`config.mk`:
```
export PLATFORM = sky130hd
export DESIGN_NAME = j68_div_seq_flat
export DESIGN_NICKNAME = d
export VERILOG_FILES = /design/src/rtl/j68_div_pkg.sv /design/src/rtl/j68_div_seq_if.sv /design/src/rtl/j68_addsub_32.sv /design/src/rtl/j68_div_seq.sv /design/src/flat_wrapper.sv
export SDC_FILE = /design/constraint.sdc
export NUM_CORES = 1
export LEC_CHECK = 0
export ABC_AREA = 1
export BUFFER_PORTS_ARGS = -buffer_cell sky130_fd_sc_hd__buf_2
export CAP_MARGIN = 5
export CORE_MARGIN = 3
export CORE_UTILIZATION = 51
export CTS_CLUSTER_DIAMETER = 30
export DETAILED_ROUTE_END_ITERATION = 10
export PLACE_DENSITY = 0.71
export SLEW_MARGIN = 30
export SYNTH_ARGS = -nofsm -noshare
export SYNTH_HDL_FRONTEND = slang
export SYNTH_HIERARCHICAL = 1
export SYNTH_SLANG_ARGS = --single-unit
```
`constraint.sdc`:
```
create_clock -name clk -period 4.85 [get_ports clk]
set_input_delay 0.2425 -clock clk [delete_from_list [all_inputs] [get_ports clk]]
set_output_delay 0.2425 -clock clk [all_outputs]
set_load 0.02 [all_outputs]
```
`src/rtl/j68_div_pkg.sv`:
```
// Shared types and constants for the J68 DIVU/DIVS sequencer.
// Signed support is controlled by J68_DIVS_EN in the sequencer itself.
package j68_div_pkg;

   localparam int unsigned DIV_STEPS = 16;
   localparam int unsigned STEP_W    = $clog2(DIV_STEPS);

   typedef enum logic [2:0] {
      StIdle,
      StAbs,
      StCheck,
      StIter,
      StSgnq,
      StSgnr,
      StDone
   } div_state_e;

   function automatic logic [15:0] neg16(input logic [15:0] v);
      return 16'(~v + 16'd1);
   endfunction

endpackage

```
`src/rtl/j68_div_seq_if.sv`:
```
// Request/result bundle between J68 microcode and the divide sequencer.
interface j68_div_seq_if;

   logic        start;
   logic        signed_op;
   logic [31:0] dividend;
   logic [15:0] divisor;
   logic        busy;
   logic        done;
   logic [15:0] quotient;
   logic [15:0] remainder;
   logic        ovf;
   logic        dbz;

   modport master (
      output start, signed_op, dividend, divisor,
      input  busy, done, quotient, remainder, ovf, dbz
   );

   modport slave (
      input  start, signed_op, dividend, divisor,
      output busy, done, quotient, remainder, ovf, dbz
   );

endinterface

```
`src/rtl/j68_addsub_32.sv`:
```
// 32-bit adder/subtractor; add_sub_i=0 subtracts and cout_o=1 then means no borrow.
module j68_addsub_32 (
   input  logic        add_sub_i,
   input  logic [31:0] a_i,
   input  logic [31:0] b_i,
   output logic [31:0] res_o,
   output logic        cout_o
);

   logic [32:0] sum;

   always_comb begin
      sum = {1'b0, a_i} + {1'b0, (add_sub_i ? b_i : ~b_i)} + {32'd0, ~add_sub_i};
   end

   assign res_o  = sum[31:0];
   assign cout_o = sum[32];

endmodule

```
`src/rtl/j68_div_seq.sv`:
```
// DIVU/DIVS sequencer: one restoring-division step per clock through a shared adder.
// Define J68_DIVS_EN to build the signed path (ABS/SGNQ/SGNR states).
module j68_div_seq
   import j68_div_pkg::*;
(
   input logic          clk,
   input logic          rst_n,
   j68_div_seq_if.slave bus
);

   div_state_e        state_q, state_d;
   logic [STEP_W-1:0] cnt_q, cnt_d;
   logic [31:0]       r_q, r_d;
   logic [31:0]       n_q, n_d;
   logic [15:0]       dmag_q, dmag_d;
   logic [15:0]       quo_q, quo_d;
   logic [15:0]       rem_q, rem_d;
   logic              ovf_q, ovf_d;
   logic              dbz_q, dbz_d;
   logic              sgn_path;

   logic [31:0]       add_a, add_b, add_res;
   logic              add_cout;

`ifdef J68_DIVS_EN
   logic sgn_q, sgn_d;
   logic dsgn_q, dsgn_d;
   logic qovf_q, qovf_d;
   logic qneg;

   assign sgn_path = sgn_q;
   assign qneg     = n_q[31] ^ dsgn_q;
`else
   logic unused_signed_op;

   assign sgn_path         = 1'b0;
   assign unused_signed_op = bus.signed_op;
`endif

   j68_addsub_32 u_addsub (
      .add_sub_i (1'b0),
      .a_i       (add_a),
      .b_i       (add_b),
      .res_o     (add_res),
      .cout_o    (add_cout)
   );

   // Every adder use is a subtraction; only the operands change per state.
   always_comb begin
      add_a = r_q;
      add_b = {dmag_q, 16'h0000};
      case (state_q)
         StIter: add_a = {r_q[30:0], 1'b0};
`ifdef J68_DIVS_EN
         StAbs: begin
            add_a = '0;
            add_b = n_q;
         end
         StSgnq: begin
            add_a = '0;
            add_b = {16'h0000, r_q[15:0]};
         end
         StSgnr: begin
            add_a = '0;
            add_b = {16'h0000, r_q[31:16]};
         end
`endif
         default: ;
      endcase
   end

   always_comb begin
      state_d = state_q;
      cnt_d   = cnt_q;
      r_d     = r_q;
      n_d     = n_q;
      dmag_d  = dmag_q;
      quo_d   = quo_q;
      rem_d   = rem_q;
      ovf_d   = ovf_q;
      dbz_d   = dbz_q;
`ifdef J68_DIVS_EN
      sgn_d   = sgn_q;
      dsgn_d  = dsgn_q;
      qovf_d  = qovf_q;
`endif
      case (state_q)
         StIdle: begin
            if (bus.start) begin
               n_d     = bus.dividend;
               r_d     = bus.dividend;
               dmag_d  = bus.divisor;
               cnt_d   = '0;
               ovf_d   = 1'b0;
               dbz_d   = 1'b0;
               state_d = StCheck;
`ifdef J68_DIVS_EN
               sgn_d   = bus.signed_op;
               dsgn_d  = bus.divisor[15];
               qovf_d  = 1'b0;
               if (bus.signed_op) begin
                  if (bus.divisor[15]) dmag_d = neg16(bus.divisor);
                  state_d = StAbs;
               end
`endif
            end
         end
`ifdef J68_DIVS_EN
         StAbs: begin
            if (n_q[31]) r_d = add_res;
            state_d = StCheck;
         end
`endif
         StCheck: begin
            if (dmag_q == 16'h0000) begin
               dbz_d   = 1'b1;
               state_d = StDone;
            end else if (add_cout) begin
               ovf_d   = 1'b1;
               quo_d   = n_q[15:0];
               rem_d   = n_q[31:16];
               state_d = StDone;
            end else begin
               state_d = StIter;
            end
         end
         StIter: begin
            // R[31] set means the shifted value exceeds 32 bits, so it always fits the divisor.
            if (r_q[31] | add_cout) r_d = add_res | 32'h0000_0001;
            else                    r_d = {r_q[30:0], 1'b0};
            cnt_d = cnt_q + STEP_W'(1);
            if (cnt_q == STEP_W'(DIV_STEPS - 1)) begin
               if (sgn_path) begin
                  state_d = StSgnq;
               end else begin
                  quo_d   = r_d[15:0];
                  rem_d   = r_d[31:16];
                  state_d = StDone;
               end
            end
         end
`ifdef J68_DIVS_EN
         StSgnq: begin
            if (qneg ? (r_q[15:0] > 16'h8000) : (r_q[15:0] > 16'h7FFF)) qovf_d = 1'b1;
            if (qneg) r_d[15:0] = add_res[15:0];
            state_d = StSgnr;
         end
         StSgnr: begin
            if (n_q[31]) r_d[31:16] = add_res[15:0];
            if (qovf_q) begin
               ovf_d = 1'b1;
               quo_d = n_q[15:0];
               rem_d = n_q[31:16];
            end else begin
               quo_d = r_d[15:0];
               rem_d = r_d[31:16];
            end
            state_d = StDone;
         end
`endif
         StDone:  state_d = StIdle;
         default: state_d = StIdle;
      endcase
   end

   always_ff @(posedge clk or negedge rst_n) begin
      if (!rst_n) begin
         state_q <= StIdle;
         cnt_q   <= '0;
         r_q     <= '0;
         n_q     <= '0;
         dmag_q  <= '0;
         quo_q   <= '0;
         rem_q   <= '0;
         ovf_q   <= 1'b0;
         dbz_q   <= 1'b0;
`ifdef J68_DIVS_EN
         sgn_q   <= 1'b0;
         dsgn_q  <= 1'b0;
         qovf_q  <= 1'b0;
`endif
      end else begin
         state_q <= state_d;
         cnt_q   <= cnt_d;
         r_q     <= r_d;
         n_q     <= n_d;
         dmag_q  <= dmag_d;
         quo_q   <= quo_d;
         rem_q   <= rem_d;
         ovf_q   <= ovf_d;
         dbz_q   <= dbz_d;
`ifdef J68_DIVS_EN
         sgn_q   <= sgn_d;
         dsgn_q  <= dsgn_d;
         qovf_q  <= qovf_d;
`endif
      end
   end

   assign bus.busy      = (state_q != StIdle);
   assign bus.done      = (state_q == StDone);
   assign bus.quotient  = quo_q;
   assign bus.remainder = rem_q;
   assign bus.ovf       = ovf_q;
   assign bus.dbz       = dbz_q;

endmodule

```
`src/flat_wrapper.sv`:
```
// flat-port wrapper written by rule: the top's interface ports become plain ports
module j68_div_seq_flat import j68_div_pkg::*;
  (clk, rst_n, bus_start, bus_signed_op, bus_dividend, bus_divisor, bus_busy, bus_done, bus_quotient, bus_remainder, bus_ovf, bus_dbz);
  j68_div_seq_if bus_i ();
  input logic clk;
  input logic rst_n;
  input wire logic [$bits(bus_i.start)-1:0] bus_start;
  input wire logic [$bits(bus_i.signed_op)-1:0] bus_signed_op;
  input wire logic [$bits(bus_i.dividend)-1:0] bus_dividend;
  input wire logic [$bits(bus_i.divisor)-1:0] bus_divisor;
  output wire logic [$bits(bus_i.busy)-1:0] bus_busy;
  output wire logic [$bits(bus_i.done)-1:0] bus_done;
  output wire logic [$bits(bus_i.quotient)-1:0] bus_quotient;
  output wire logic [$bits(bus_i.remainder)-1:0] bus_remainder;
  output wire logic [$bits(bus_i.ovf)-1:0] bus_ovf;
  output wire logic [$bits(bus_i.dbz)-1:0] bus_dbz;
  assign bus_i.start = bus_start;
  assign bus_i.signed_op = bus_signed_op;
  assign bus_i.dividend = bus_dividend;
  assign bus_i.divisor = bus_divisor;
  assign bus_busy = bus_i.busy;
  assign bus_done = bus_i.done;
  assign bus_quotient = bus_i.quotient;
  assign bus_remainder = bus_i.remainder;
  assign bus_ovf = bus_i.ovf;
  assign bus_dbz = bus_i.dbz;
  j68_div_seq u_core (.clk(clk), .rst_n(rst_n), .bus(bus_i));
endmodule
```
==> results.toml, run 1 <==
[floorplan]
die_h_um = 135
initial_utilization_pct = 52.5
io_pins = 88
placementRows = 46
die-area_um2 = 18100
die_width_um = 135
coreArea_um2 = 16100

[timing]
drv_slew = 0
fin_skew_ps = 10.4
layout_min_cycle_time_ps = 3930
finalWorstSetupSlack_ps = 919
hold_viol_final = 0
fin_setup_tns_ps = 0
setup_viol = 0
finalCritPeriodShare_pct = 81.0
fmax_mhz = 254
rsz0062_at_grt = "false"
worst_pin_slew_ps = 849
maxSlewHeadroom_pct = 43.4

[finish]
multi_input_area_um2 = 4570
mostFrequentLayoutCell = "nand2_1"
seq_area_um2 = 3030
n_antenna_cell = 0
final_cell_mix = "409 x nand2_1, 157 x inv_1, 121 x dfrtp_1, 95 x o21ai_0, 85 x buf_2"
drive_above_1_share_pct = 13.4
fin_cells = 1504
fillers = 1523
fin_util_pct = 60.2
fin_nets = 1365
areaGrowthSynthToFinish_pct = 14.7

[detailed_routing]
dr.max_layer_used = "met4"
drt_iter0_drc = 485
wl_mm = 21.6
drtPass1Iterations = 5
post_drt_wl_per_cell_um = 14.3
wl_met3_um = 845
drt-met1-wl_mm = 9.64
ant_nets = 0
route.met2.wl_mm = 10.5
avgViaCountPerCell = 5.11
vias = 7685
drc = 0

[cts]
cts-resized-gates = 0
cts_sinks = 121
path_clk_slew_ps = 60
cts_tree = "done"
clock_latency_ps = 420
h-tree-depth = 4
clk_path_buf_depth = 2
root_buffer = "clkbuf_16"
cts_inserted_buffers = 17
cts_setup_buffers = 0

[placement]
dp_slack_ps = 938
dp_hpwl_mm = 16.4
routabilityCongestion = 0.944
portBuffers = 86
dpl.cell_count = 1473

[critical_path]
worstPathMaxFanout = 32
worstPathRequired_ps = 5150
endpoint_kind = "register"
crit_type = "reg2reg"
cp.arrival_ps = 4230
crit_path_start_kind = "register"

[yosys]
syn_area_um2 = 8430
ys_warn_count = 6
synthCells = 1190
syn_area_per_cell_um2 = 7.08

[status]
status = "complete, no violations"

[global_route]
grt_pass1_wl_mm = 35.8
antenna_found_initial = 0
grt_pass1_vias = 7369
grt_max_degree = 55
grt.overflow.total = 0
groute.usage.overall_pct = 24.8

[flow_run]
cap_violations = 0

[hold_path]
hp-class = "in2reg"
==> final cells by class <==
cell class                 instances  area share, %
clock inverter                     9           1.54
clock buffer                      21           4.66
timing repair buffer              98           6.08
sequential                       121           31.3
inverter                         164           6.39
tap                              216           2.79
multi-input combinational        875           47.2
==> worst max-delay path, cell delays in order, from the launching register on <==
cell	delay [ps]
dfrtp_1	390
inv_2	70
nand2_2	70
nor2_4	340
buf_12	230
o21ai_0	200
ha_1	460
nand2_1	160
nor2_1	160
nand2_1	80
nor2_1	90
nand2_1	80
nand3_1	90
nand2_1	60
nand2_1	170
inv_1	80
nand2_1	90
nand2_1	60
inv_2	360
nand2_4	320
nand2_1	160
nand2_1	60
==> worst paths after layout <==
path / start / end / slack [ps] / cells after the start
min in group asynchronous: rst_n / u_core/bus.quotient[9] / 340 / 2
max in group asynchronous: rst_n / u_core/n_q[14] / 3470 / 3
hold / removal: bus_divisor[0] / u_core/dmag_q[0] / 20 / 3
setup / recovery: u_core/state_q[2] / u_core/bus.remainder[14] / 920 / 21
hold reg to reg: u_core/bus.quotient[10] / u_core/bus.quotient[10] / 460 / 2
setup reg to reg: u_core/state_q[2] / u_core/bus.remainder[14] / 920 / 21
==> metrics by stage <==
| step | instance area, µm² | hold WS [ps] |
|---|---|---|
| after global placement | 9060 | 246 |
| after CTS | 9670 | 3.25 |
| after global routing | 9670 | 17.1 |
| after floorplan | 8490 | -53.1 |
| final | 9670 | 19.0 |
| after detailed placement | 9060 | 250 |
==> routing by layer <==
| metal | up-vias | global-route usage, % |
|---|---|---|
| li1 | 3971 | - |
| met1 | 3505 | 32.0 |
| met2 | 177 | 42.5 |
| met3 | 32 | 3.09 |
| met4 | 0 | 9.84 |
| met5 | - | 0 |
==> repair_timing <==
action,CTS,global route
hold buffers,1,0
hold endpoints to repair,36,0
endpoints found under the setup margin,0,0
==> flip-flops by register name, summed over array words and instances, names as in the netlist, 3 cells and up <==
name and cells:
u_core/r_q 32, u_core/dmag_q 16, u_core/n_q 32, u_core/cnt_q 4
u_core/state_q 3, u_core/bus.quotient 16, u_core/bus.remainder 16
Power of run 1 is not shown: default switching activity piles up to over one toggle a cycle in this logic, so the estimate is an artifact.
==> run 2, diff against run 1 <==
==> constraint.sdc (replaced) <==
create_clock -name clk -period 3.87 [get_ports clk]
set_input_delay 0.1935 -clock clk [delete_from_list [all_inputs] [get_ports clk]]
set_output_delay 0.1935 -clock clk [all_outputs]
set_load 0.02 [all_outputs]
==> run 2 against run 1 <==
Hold slack lost 1.8 ps. Largest cell class unchanged. Sequential share of layout area shrank 0.90 points. Fmax is 10% higher. Clock-buffer cell count shrank 3. Die area unchanged. Flip-flop and latch count unchanged. Critical endpoint is now u_core/bus.remainder[11].
==> results.toml, run 2 (synthesis results as in run 1) <==
[timing]
worst_pin_slew_ps = 841
maxSlewHeadroom_pct = 43.9
fin_setup_tns_ps = 0
layout_min_cycle_time_ps = 3560
hold_viol_final = 0
fin_skew_ps = 9.83
drv_slew = 0
rsz0062_at_grt = "false"
setup_viol = 0
finalCritPeriodShare_pct = 92.0
fmax_mhz = 281

[critical_path]
timing.rr.end = "u_core/bus.remainder[11]"
crit_family = "simple AND/OR/NAND/NOR gates"
endpoint_kind = "register"
cp.arrival_ps = 3870
cp_common_cell = "nand2_1"
path_buf_inv = 3
reg2reg_slack_ps = 310
worstPathMaxFanout = 23
worstPathRequired_ps = 4180
cp_cell_sequence = "inv_2, nand2_2, nor2_4, buf_12, nand2_1, o21ai_0, ha_1, a21oi_1, o21ai_0, a21oi_1, nand3_1, nand2_1, nand2_1, nor2_4, buf_12, nand2_1, o211ai_2, o21ai_0, nand3_1, nand2_1"
crit_type = "reg2reg"
reg2reg_depth = 20
r2r_start = "u_core/state_q[2]"
cp_slowest_cell = "dfrtp_1"
cpPeakStageDelay_ps = 390
crit_path_start_kind = "register"

[finish]
areaGrowthSynthToFinish_pct = 18.1
drive_above_1_share_pct = 14.1
fillers = 1507
fin_util_pct = 62.0
final_cell_mix = "409 x nand2_1, 157 x inv_1, 121 x dfrtp_1, 95 x o21ai_0, 85 x buf_2"
multi_input_area_um2 = 4570
mostFrequentLayoutCell = "nand2_1"
top_regs = "u_core/n_q (32), u_core/r_q (32)"
fin_nets = 1389
n_antenna_cell = 0
seq_area_um2 = 3030

[status]
status = "complete, no violations"

[cts]
clock_latency_ps = 420
root_buffer = "clkbuf_16"
path_clk_slew_ps = 60
clk_path_buf_depth = 2
h-tree-depth = 4
cts_tree = "done"
cts_sinks = 121
cts_inserted_buffers = 17

[detailed_routing]
drt_iter0_drc = 493
avgViaCountPerCell = 5.15
drtPass1Iterations = 6
vias = 7877
wl_mm = 22.3
post_drt_wl_per_cell_um = 14.6
ant_nets = 0
drc = 0

[global_route]
grt_pass1_wl_mm = 35.8
grt_pass1_vias = 7237
grt.overflow.total = 0
groute.usage.overall_pct = 24.6
antenna_found_initial = 0
grt_max_degree = 68

[placement]
portBuffers = 86
routabilityCongestion = 0.931
dp_hpwl_mm = 16.4

[floorplan]
placementRows = 46
die-area_um2 = 18100
coreArea_um2 = 16100
die_h_um = 135
die_width_um = 135
initial_utilization_pct = 52.5
io_pins = 88

[hold_path]
hp-class = "in2reg"
hold_path.startpoint = "bus_dividend[19]"
holdPathEnd = "u_core/n_q[19]"
min_path_cells = 3

[flow_run]
cap_violations = 0
[run 2: cell types whose count changed in the layout (fill, tap and decap cells not counted), sizes merged]
cell / delta
dlygate4sd3: +16
clkbuf: -1
clkinv: -4
buf: +6
clkinvlp: +3
bufinv: -1
inv: +7
[run 2: area by class of cell]
type | count | share of cell area (%)
flip-flops and latches | 121 | 30.4
inverters | 164 | 6.21
clock inverters | 14 | 1.88
repair buffers | 122 | 8.54
well taps | 216 | 2.71
multi-input cells | 875 | 45.9
clock buffers | 18 | 4.31
[run 2: metal layers]
metal  part of all wire, %  vias up  GRT usage (%)
met1                    46     3628           33.1
met3                   4.5       35           4.25
met2                    47      207           40.4
li1                      -     4007              -
met4                   2.4        0           8.48
met5                     0        -              0
[run 2: what timing repair did]
item,4_1_cts,5_1_grt
endpoints found under the setup margin,0,17
buffers inserted,0,3
resized for setup,0,1
hold endpoints to repair,81,0
hold buffers,17,0
[run 2: worst reg2reg max path, delay by kind of cell, from the launching register on]
kind                     cells  cell delay, ps
adder cells (fa/ha/maj)      1             380
flip-flops                   1             390
buffers and inverters        3             440
AND/OR/NAND/NOR             10            1150
AO/OA/AOI/OAI                6            1080
[run 2: worst max path at each step]
stage | slack, ps | to | depth (start not counted) | startpoint
after CTS | 310 | u_core/bus.remainder[11] | 24 | u_core/state_q[2]
after detailed placement | 350 | u_core/bus.remainder[11] | 24 | u_core/state_q[2]
after floorplan | 760 | u_core/bus.remainder[1] | 25 | u_core/state_q[2]
after global placement | 430 | u_core/bus.remainder[6] | 24 | u_core/state_q[2]
final | 310 | u_core/bus.remainder[11] | 20 | u_core/state_q[2]
after global routing | 20 | u_core/bus.quotient[13] | 24 | u_core/state_q[2]
[run 2: metrics by stage]
step,instance area (µm²),instances,hold WS [ps],worst slack (ps)
after global placement,9060,1475,362,428
final,9960,1530,17.2,309
after CTS,9850,1524,12.0,308
after global routing,9960,1530,20.9,23.0
after detailed placement,9060,1475,365,348
after floorplan,8490,1207,-102,755
Power of run 2 is left out for the same reason.
